[src/rtl/gobou_ctrl_seq_if.sv]
// Request/strobe bus between the ninjin-side register block and gobou_ctrl_seq.
//  master: issues req with qd/qo/offsets, observes busy/ack, addresses and MAC strobes.
//  slave : the sequencer; consumes the request, drives everything else.
interface gobou_ctrl_seq_if #(
  parameter int unsigned LWIDTH  = 10,
  parameter int unsigned IMGSIZE = 12,
  parameter int unsigned WTSIZE  = 16
);
  logic               req;
  logic [LWIDTH-1:0]  qd;
  logic [LWIDTH-1:0]  qo;
  logic [IMGSIZE-1:0] in_offset;
  logic [WTSIZE-1:0]  w_offset;
  logic               busy;
  logic               ack;
  logic [IMGSIZE-1:0] mem_addr;
  logic [WTSIZE-1:0]  wt_addr;
  logic               out_begin;
  logic               out_valid;
  logic               out_end;

  modport master (
    output req, qd, qo, in_offset, w_offset,
    input  busy, ack, mem_addr, wt_addr, out_begin, out_valid, out_end
  );

  modport slave (
    input  req, qd, qo, in_offset, w_offset,
    output busy, ack, mem_addr, wt_addr, out_begin, out_valid, out_end
  );
endinterface

[src/rtl/gobou_ctrl_seq.sv]
// Upstream sequencer for the gobou MAC control path. Per request it walks qo
// output neurons, issuing qd input/weight read addresses per neuron, and emits
// begin/valid/end strobes delayed by RDLAT so they line up with returned data.
//  clk, rst : clock, asynchronous active-high reset
//  bus      : slave side of gobou_ctrl_seq_if (req/qd/qo/offsets in;
//             busy/ack/mem_addr/wt_addr/out_begin/out_valid/out_end out)
module gobou_ctrl_seq #(
  parameter int unsigned LWIDTH  = 10,
  parameter int unsigned IMGSIZE = 12,
  parameter int unsigned WTSIZE  = 16,
  parameter int unsigned RDLAT   = 1,
  parameter int unsigned DRAIN   = 3
) (
  input logic             clk,
  input logic             rst,
  gobou_ctrl_seq_if.slave bus
);
  localparam int unsigned DWIDTH = (DRAIN > 1) ? $clog2(DRAIN) : 1;

  typedef enum logic [2:0] {
    S_IDLE, S_BEGIN, S_STREAM, S_END, S_DRAIN, S_DONE
  } state_t;

  state_t             state;
  logic [LWIDTH-1:0]  qd_q, qo_q;
  logic [LWIDTH-1:0]  i_cnt, o_cnt;
  logic [DWIDTH-1:0]  d_cnt;
  logic [IMGSIZE-1:0] in_off_q;
  logic [IMGSIZE-1:0] mem_addr;
  logic [WTSIZE-1:0]  wt_addr;
  logic [WTSIZE-1:0]  wt_ptr;
  logic               busy, ack;
  logic               raw_begin, raw_valid, raw_end;

  // Sequencer FSM; strobes and addresses are registered alongside the state.
  always_ff @(posedge clk or posedge rst) begin
    if (rst) begin
      state     <= S_IDLE;
      qd_q      <= '0;
      qo_q      <= '0;
      i_cnt     <= '0;
      o_cnt     <= '0;
      d_cnt     <= '0;
      in_off_q  <= '0;
      mem_addr  <= '0;
      wt_addr   <= '0;
      wt_ptr    <= '0;
      busy      <= 1'b0;
      ack       <= 1'b0;
      raw_begin <= 1'b0;
      raw_valid <= 1'b0;
      raw_end   <= 1'b0;
    end else begin
      raw_begin <= 1'b0;
      raw_valid <= 1'b0;
      raw_end   <= 1'b0;
      ack       <= 1'b0;
      unique case (state)
        S_IDLE: begin
          if (bus.req) begin
            qd_q      <= bus.qd;
            qo_q      <= bus.qo;
            in_off_q  <= bus.in_offset;
            wt_ptr    <= bus.w_offset;
            o_cnt     <= '0;
            busy      <= 1'b1;
            state     <= S_BEGIN;
            // An empty job spends one cycle in BEGIN without a strobe, then finishes.
            raw_begin <= (bus.qo != '0);
          end
        end
        S_BEGIN: begin
          if (qo_q == '0) begin
            state <= S_DONE;
            ack   <= 1'b1;
          end else if (qd_q != '0) begin
            state     <= S_STREAM;
            raw_valid <= 1'b1;
            i_cnt     <= '0;
            mem_addr  <= in_off_q;
            wt_addr   <= wt_ptr;
            wt_ptr    <= wt_ptr + WTSIZE'(1);
          end else begin
            state   <= S_END;
            raw_end <= 1'b1;
          end
        end
        S_STREAM: begin
          if (i_cnt == qd_q - LWIDTH'(1)) begin
            state   <= S_END;
            raw_end <= 1'b1;
          end else begin
            i_cnt     <= i_cnt + LWIDTH'(1);
            raw_valid <= 1'b1;
            mem_addr  <= mem_addr + IMGSIZE'(1);
            // Weight pointer keeps running across neurons: w_offset + o*qd + i.
            wt_addr   <= wt_ptr;
            wt_ptr    <= wt_ptr + WTSIZE'(1);
          end
        end
        S_END: begin
          state <= S_DRAIN;
          d_cnt <= '0;
        end
        S_DRAIN: begin
          if (d_cnt == DWIDTH'(DRAIN - 1)) begin
            if (o_cnt == qo_q - LWIDTH'(1)) begin
              state <= S_DONE;
              ack   <= 1'b1;
            end else begin
              o_cnt     <= o_cnt + LWIDTH'(1);
              state     <= S_BEGIN;
              raw_begin <= 1'b1;
            end
          end else begin
            d_cnt <= d_cnt + DWIDTH'(1);
          end
        end
        S_DONE: begin
          state <= S_IDLE;
          busy  <= 1'b0;
        end
        default: state <= S_IDLE;
      endcase
    end
  end

  // Strobe delay line matching the memory read latency.
  logic [2:0] raw_strb, out_strb;
  assign raw_strb = {raw_begin, raw_valid, raw_end};

  generate
    if (RDLAT == 0) begin : g_nodly
      assign out_strb = raw_strb;
    end else begin : g_dly
      logic [2:0] dly_q [RDLAT];
      always_ff @(posedge clk or posedge rst) begin
        if (rst) begin
          for (int unsigned k = 0; k < RDLAT; k++) dly_q[k] <= '0;
        end else begin
          dly_q[0] <= raw_strb;
          for (int unsigned k = 1; k < RDLAT; k++) dly_q[k] <= dly_q[k-1];
        end
      end
      assign out_strb = dly_q[RDLAT-1];
    end
  endgenerate

  assign bus.busy      = busy;
  assign bus.ack       = ack;
  assign bus.mem_addr  = mem_addr;
  assign bus.wt_addr   = wt_addr;
  assign bus.out_begin = out_strb[2];
  assign bus.out_valid = out_strb[1];
  assign bus.out_end   = out_strb[0];
endmodule
[src/flat_wrapper.sv]
// flat-port wrapper written by rule: the top's interface ports become plain ports
module gobou_ctrl_seq_flat 
#(
  parameter int unsigned LWIDTH  = 10,
  parameter int unsigned IMGSIZE = 12,
  parameter int unsigned WTSIZE  = 16,
  parameter int unsigned RDLAT   = 1,
  parameter int unsigned DRAIN   = 3
)
  (clk, rst, bus_req, bus_qd, bus_qo, bus_in_offset, bus_w_offset, bus_busy, bus_ack, bus_mem_addr, bus_wt_addr, bus_out_begin, bus_out_valid, bus_out_end);
  gobou_ctrl_seq_if #(.LWIDTH(LWIDTH), .IMGSIZE(IMGSIZE), .WTSIZE(WTSIZE)) bus_i ();
  input logic clk;
  input logic rst;
  input wire logic [$bits(bus_i.req)-1:0] bus_req;
  input wire logic [$bits(bus_i.qd)-1:0] bus_qd;
  input wire logic [$bits(bus_i.qo)-1:0] bus_qo;
  input wire logic [$bits(bus_i.in_offset)-1:0] bus_in_offset;
  input wire logic [$bits(bus_i.w_offset)-1:0] bus_w_offset;
  output wire logic [$bits(bus_i.busy)-1:0] bus_busy;
  output wire logic [$bits(bus_i.ack)-1:0] bus_ack;
  output wire logic [$bits(bus_i.mem_addr)-1:0] bus_mem_addr;
  output wire logic [$bits(bus_i.wt_addr)-1:0] bus_wt_addr;
  output wire logic [$bits(bus_i.out_begin)-1:0] bus_out_begin;
  output wire logic [$bits(bus_i.out_valid)-1:0] bus_out_valid;
  output wire logic [$bits(bus_i.out_end)-1:0] bus_out_end;
  assign bus_i.req = bus_req;
  assign bus_i.qd = bus_qd;
  assign bus_i.qo = bus_qo;
  assign bus_i.in_offset = bus_in_offset;
  assign bus_i.w_offset = bus_w_offset;
  assign bus_busy = bus_i.busy;
  assign bus_ack = bus_i.ack;
  assign bus_mem_addr = bus_i.mem_addr;
  assign bus_wt_addr = bus_i.wt_addr;
  assign bus_out_begin = bus_i.out_begin;
  assign bus_out_valid = bus_i.out_valid;
  assign bus_out_end = bus_i.out_end;
  gobou_ctrl_seq #(.LWIDTH(LWIDTH), .IMGSIZE(IMGSIZE), .WTSIZE(WTSIZE), .RDLAT(RDLAT), .DRAIN(DRAIN)) u_core (.clk(clk), .rst(rst), .bus(bus_i));
endmodule
[config.mk]
export PLATFORM = sky130hd
export DESIGN_NAME = gobou_ctrl_seq_flat
export DESIGN_NICKNAME = d
export VERILOG_FILES = /design/src/rtl/gobou_ctrl_seq_if.sv /design/src/rtl/gobou_ctrl_seq.sv /design/src/flat_wrapper.sv
export SDC_FILE = /design/constraint.sdc
export NUM_CORES = 1
export LEC_CHECK = 0
export CORE_UTILIZATION = 55
export CTS_CLUSTER_SIZE = 28
export DETAILED_ROUTE_END_ITERATION = 8
export GPL_TIMING_DRIVEN = 0
export PLACE_DENSITY = 0.8
export SLEW_MARGIN = 20
export SYNTH_ARGS = -nofsm -noshare
export SYNTH_HDL_FRONTEND = slang
export SYNTH_SLANG_ARGS = --single-unit
[constraint.sdc]
create_clock -name clk -period 5.05 [get_ports clk]
set_clock_uncertainty 0.05 [all_clocks]
set_input_delay 1.01 -clock clk [delete_from_list [all_inputs] [get_ports clk]]
set_output_delay 1.01 -clock clk [all_outputs]
set_load 0.05 [all_outputs]
==> results.sh <==
export IMPL_place_hpwl_mm=11.67
export IMPL_cts_sinks=109
export IMPL_clock_latency_ns=0.38
export IMPL_synth_compound_area_share_pct=17.43
export IMPL_min_path_type="flop to flop"
export IMPL_synth_top_area_cell="dfrtp_1"
export IMPL_drt_pass1_iterations=5
export IMPL_grt_max_degree=76
export IMPL_slowest_delay_ns=0.64
export IMPL_rsz0062_at_grt="false"
export IMPL_hold_buffers=0
export IMPL_pin_count=84
export IMPL_portBuffers=83
export IMPL_grt_pass1_wl_mm=26.53
export IMPL_cp_data_required_time_ns=5.31
export IMPL_start_kind="flop"
export IMPL_postRouteAntennaNets=0
export IMPL_async_reset_ff_share_pct=100.0
export IMPL_avgSynthCellArea_sq_um=8.503
export IMPL_hold_viol=0
export IMPL_place_gp_congestion=0.8777
export IMPL_synthMuxAreaShare_pct=1.655
export IMPL_path_cells="inv_1, ha_1, nor2b_1, a41oi_1, nand3_1, nor2_1, clkbuf_1, o22ai_1, o21ai_0"
export IMPL_crit_arrival_ns=3.60
export IMPL_netlist_instances=720
export IMPL_drcViolationCount=0
export IMPL_viasPerCell=6.059
export IMPL_cts_path_max_buffers=2
export IMPL_max_slew_margin_pct=38.34
export IMPL_fmax_mhz=299.6
export IMPL_vias=5817
export IMPL_die_width_microns=107.5
export IMPL_slowest_stage="nor2_1"
export IMPL_synth_edff_count=0
export IMPL_die_h_microns=107.5
export IMPL_synth_area_top_cells="dfrtp_1 45%, nand2_1 11%, nand3_1 3.2%"
export IMPL_fin_area_sq_um=7393
export IMPL_clock_root_buffer="clkbuf_8"
export IMPL_p_comb_share_pct=19.0
export IMPL_yosys_register_bits=109
export IMPL_path_max_fanout=10
export IMPL_grt_use_total_pct=29.42
export IMPL_htreeDepth=3
export IMPL_cts_buffers=9
export IMPL_fin_ws_ns=1.712
export IMPL_synthAdderAreaFrac_pct=1.839
export IMPL_routedWlPerCell_microns=16.82
export IMPL_pwr_share_seq_pct=49.7
export IMPL_diodes=0
export IMPL_internal_power_w=0.001392
export IMPL_grt_pass1_vias=5522
export IMPL_setup_violations=0
export IMPL_grt_antenna_before_repair=0
export IMPL_tightestPinTransition_ns=0.9179
export IMPL_stdcell_count=960
export IMPL_syn_nets=780
export IMPL_yosys_most_used_dff="dfrtp_1"
export IMPL_core_area_sq_um=10840
export IMPL_post_cts_resized=0
export IMPL_yosys_area_top_type_share_pct=44.55
export IMPL_synth_xor_area_share_pct=3.515
export IMPL_drv_slew=0
export IMPL_outcome="finished clean"
export IMPL_wl_mm=16.15
export IMPL_dp_cells=944
export IMPL_gr_total_overflow=0
export IMPL_holdWs_ns=0.3098
export IMPL_initial_core_util_pct=56.48
export IMPL_switching_share_pct=29.51
export IMPL_netlist_area_sq_um=6122
export IMPL_drive_above_1_share_pct=5.122
export IMPL_place_area_sq_um=7161
export IMPL_pwr_density_cell_nw_per_um2=267.0
export IMPL_worstSetupEndpointType="flop"
export IMPL_post_place_ws_ns=1.755
export IMPL_drt_iter0_drc=488
export IMPL_fin_crit_sh_pct=66.10
export IMPL_rows=38
export IMPL_yosysSeqAreaShare_pct=44.55
export IMPL_switchingPower_w=0.0005825
export IMPL_synth_top_family_by_area="simple AND/OR/NAND/NOR gates"
export IMPL_tritoncts="yes"
export IMPL_max_vdd_ir_drop_v=0.0002676
export IMPL_path_class="flop to flop"
export IMPL_yosys_warnings=0
export IMPL_postCtsSetupBuffers=0
export IMPL_synth_distinct_cells=68
export IMPL_synthSimpleGateAreaFrac_pct=26.79
export IMPL_fin_nets=875
export IMPL_path_clk_slew_ns=0.11
export IMPL_die_area_sq_um=11560
export IMPL_area_growth_pct=20.76
export IMPL_cap_violations=0
export IMPL_fin_crit_ns=3.338
export IMPL_leakagePower_nw=3.343
export IMPL_clkPwrFrac_pct=31.4
export IMPL_power_total_w=0.001974
[critical path: cells and delay by family (launching register included)]
family	cells	cell delay (ns)
and+or+nand+nor	3	1.23
AOI/OAI and AO/OA	3	0.74
buffers and inverters	2	0.60
DFF	1	0.44
adders and majority gates	1	0.19
[final timing paths]
check	startpoint	to	slack (ns)	cells past startpoint
worst max-delay path	u_core.qo_q[0]	u_core.wt_ptr[0]	1.71	9
max in group asynchronous	rst	u_core.qo_q[5]	3.33	3
worst min register to register	u_core.raw_valid	u_core.g_dly.dly_q[1]	0.31	0
worst max register to register	u_core.qo_q[0]	u_core.wt_ptr[0]	1.71	9
min in group asynchronous	rst	u_core.i_cnt[4]	0.94	2
worst min-delay path	u_core.raw_valid	u_core.g_dly.dly_q[1]	0.31	0
[area by class of cell]
| cell class | count | area [sq um] |
|---|---|---|
| Buffer | 37 | 182.7 |
| Clock buffer | 11 | 151.4 |
| Clock inverter | 5 | 81.33 |
| Fill cell | 885 | 3447 |
| Inverter | 20 | 80.08 |
| Multi-Input combinational cell | 554 | 3137 |
| Sequential cell | 109 | 2728 |
| Tap cell | 140 | 175.2 |
| Timing Repair Buffer | 84 | 858.3 |
[metal layers]
| layer | vias up | global-route usage, % | wire length, microns |
|---|---|---|---|
| li1 | 2749 | - | - |
| met1 | 2800 | 38.67 | 7042 |
| met2 | 236 | 47.71 | 7694 |
| met3 | 32 | 7.203 | 1103 |
| met4 | 0 | 9.589 | 305 |
| met5 | - | 0 | 0 |
[cells by family (layout without fill, tap and decap cells)]
group	after synthesis	count (layout)
AOI/OAI and AO/OA	161	161
xor gates and xnor gates	23	23
adders and majority gates	9	9
buffers and inverters	57	157
DFF	109	109
muxes	10	10
and+or+nand+nor	351	351
[sequential cells by signal, summed over array words and instances (netlist names), 2 cells and up]
name,flops
u_core.bus.wt_addr,16
u_core.wt_ptr,16
u_core.bus.mem_addr,12
u_core.in_off_q,12
u_core.i_cnt,10
u_core.o_cnt,10
u_core.qd_q,10
u_core.qo_q,10
u_core.g_dly.dly_q,3
u_core.state,3
u_core.d_cnt,2
[power groups by stage]
stage / Combinational (W) / Sequential (W) / Clock (W)
final: 0.000374 / 0.000981 / 0.000619
after global routing: 0.000407 / 0.000989 / 0.000666
after CTS: 0.000375 / 0.000980 / 0.000624
after detailed placement: 0.000373 / 0.000998 / 0
after global placement: 0.000362 / 0.000993 / 0
after floorplan: 0.000151 / 0.00108 / 0
[cells in the mapped netlist (all sizes together) (2+ instances only)]
library cell and count:
or4 7, nor4b 3, nor2b 3, o31ai 3, nor4 6, nand3 39, nor2 33, ha 9
o22ai 6, o21ai 41, o2bb2ai 6, or2 3, a211o 2, inv 20, a21oi 38, a221o 3
dfrtp 109, o311ai 4, clkbuf 23, mux2i 9, o21a 3, a32oi 2, and3 11, a41oi 3
a311o 2, a221oi 2, nand4 12, a31o 2, a31oi 10, or3 13, nand4b 2, xnor2 14
xor2 8, nand2b 8, o31a 3, and2 5, nor3 22, buf 14, nand2 179, a21o 6
o211ai 12, a22oi 4
[stage by stage]
stage          util, %  TNS [ns]
6_report         68.20         0
5_1_grt          68.20         0
4_1_cts          68.20         0
3_5_place_dp     66.05         0
3_3_place_gp     65.75    -43.13
2_1_floorplan        -         0
[placed cells by master, fill, tap and decap left out, types with 5 or more instances in the layout]
| cell | n |
|---|---|
| nand2_1 | 179 |
| dfrtp_1 | 109 |
| clkdlybuf4s50_1 | 83 |
| nand3_1 | 39 |
| a21oi_1 | 38 |
| nor2_1 | 33 |
| o21ai_0 | 31 |
| clkbuf_1 | 23 |
| nor3_1 | 22 |
| inv_1 | 18 |
| xnor2_1 | 14 |
| or3_1 | 13 |
| o211ai_1 | 12 |
| nand4_1 | 12 |
| and3_1 | 11 |
| clkbuf_8 | 11 |
| a31oi_1 | 10 |
| o21ai_1 | 10 |
| mux2i_1 | 9 |
| ha_1 | 9 |
| buf_2 | 8 |
| nand2b_1 | 8 |
| xor2_1 | 8 |
| or4_1 | 6 |
| a21o_1 | 6 |
| o22ai_1 | 6 |
| o2bb2ai_1 | 6 |
| nor4_1 | 5 |
| and2_1 | 5 |
(Power assumes the default switching activity.)
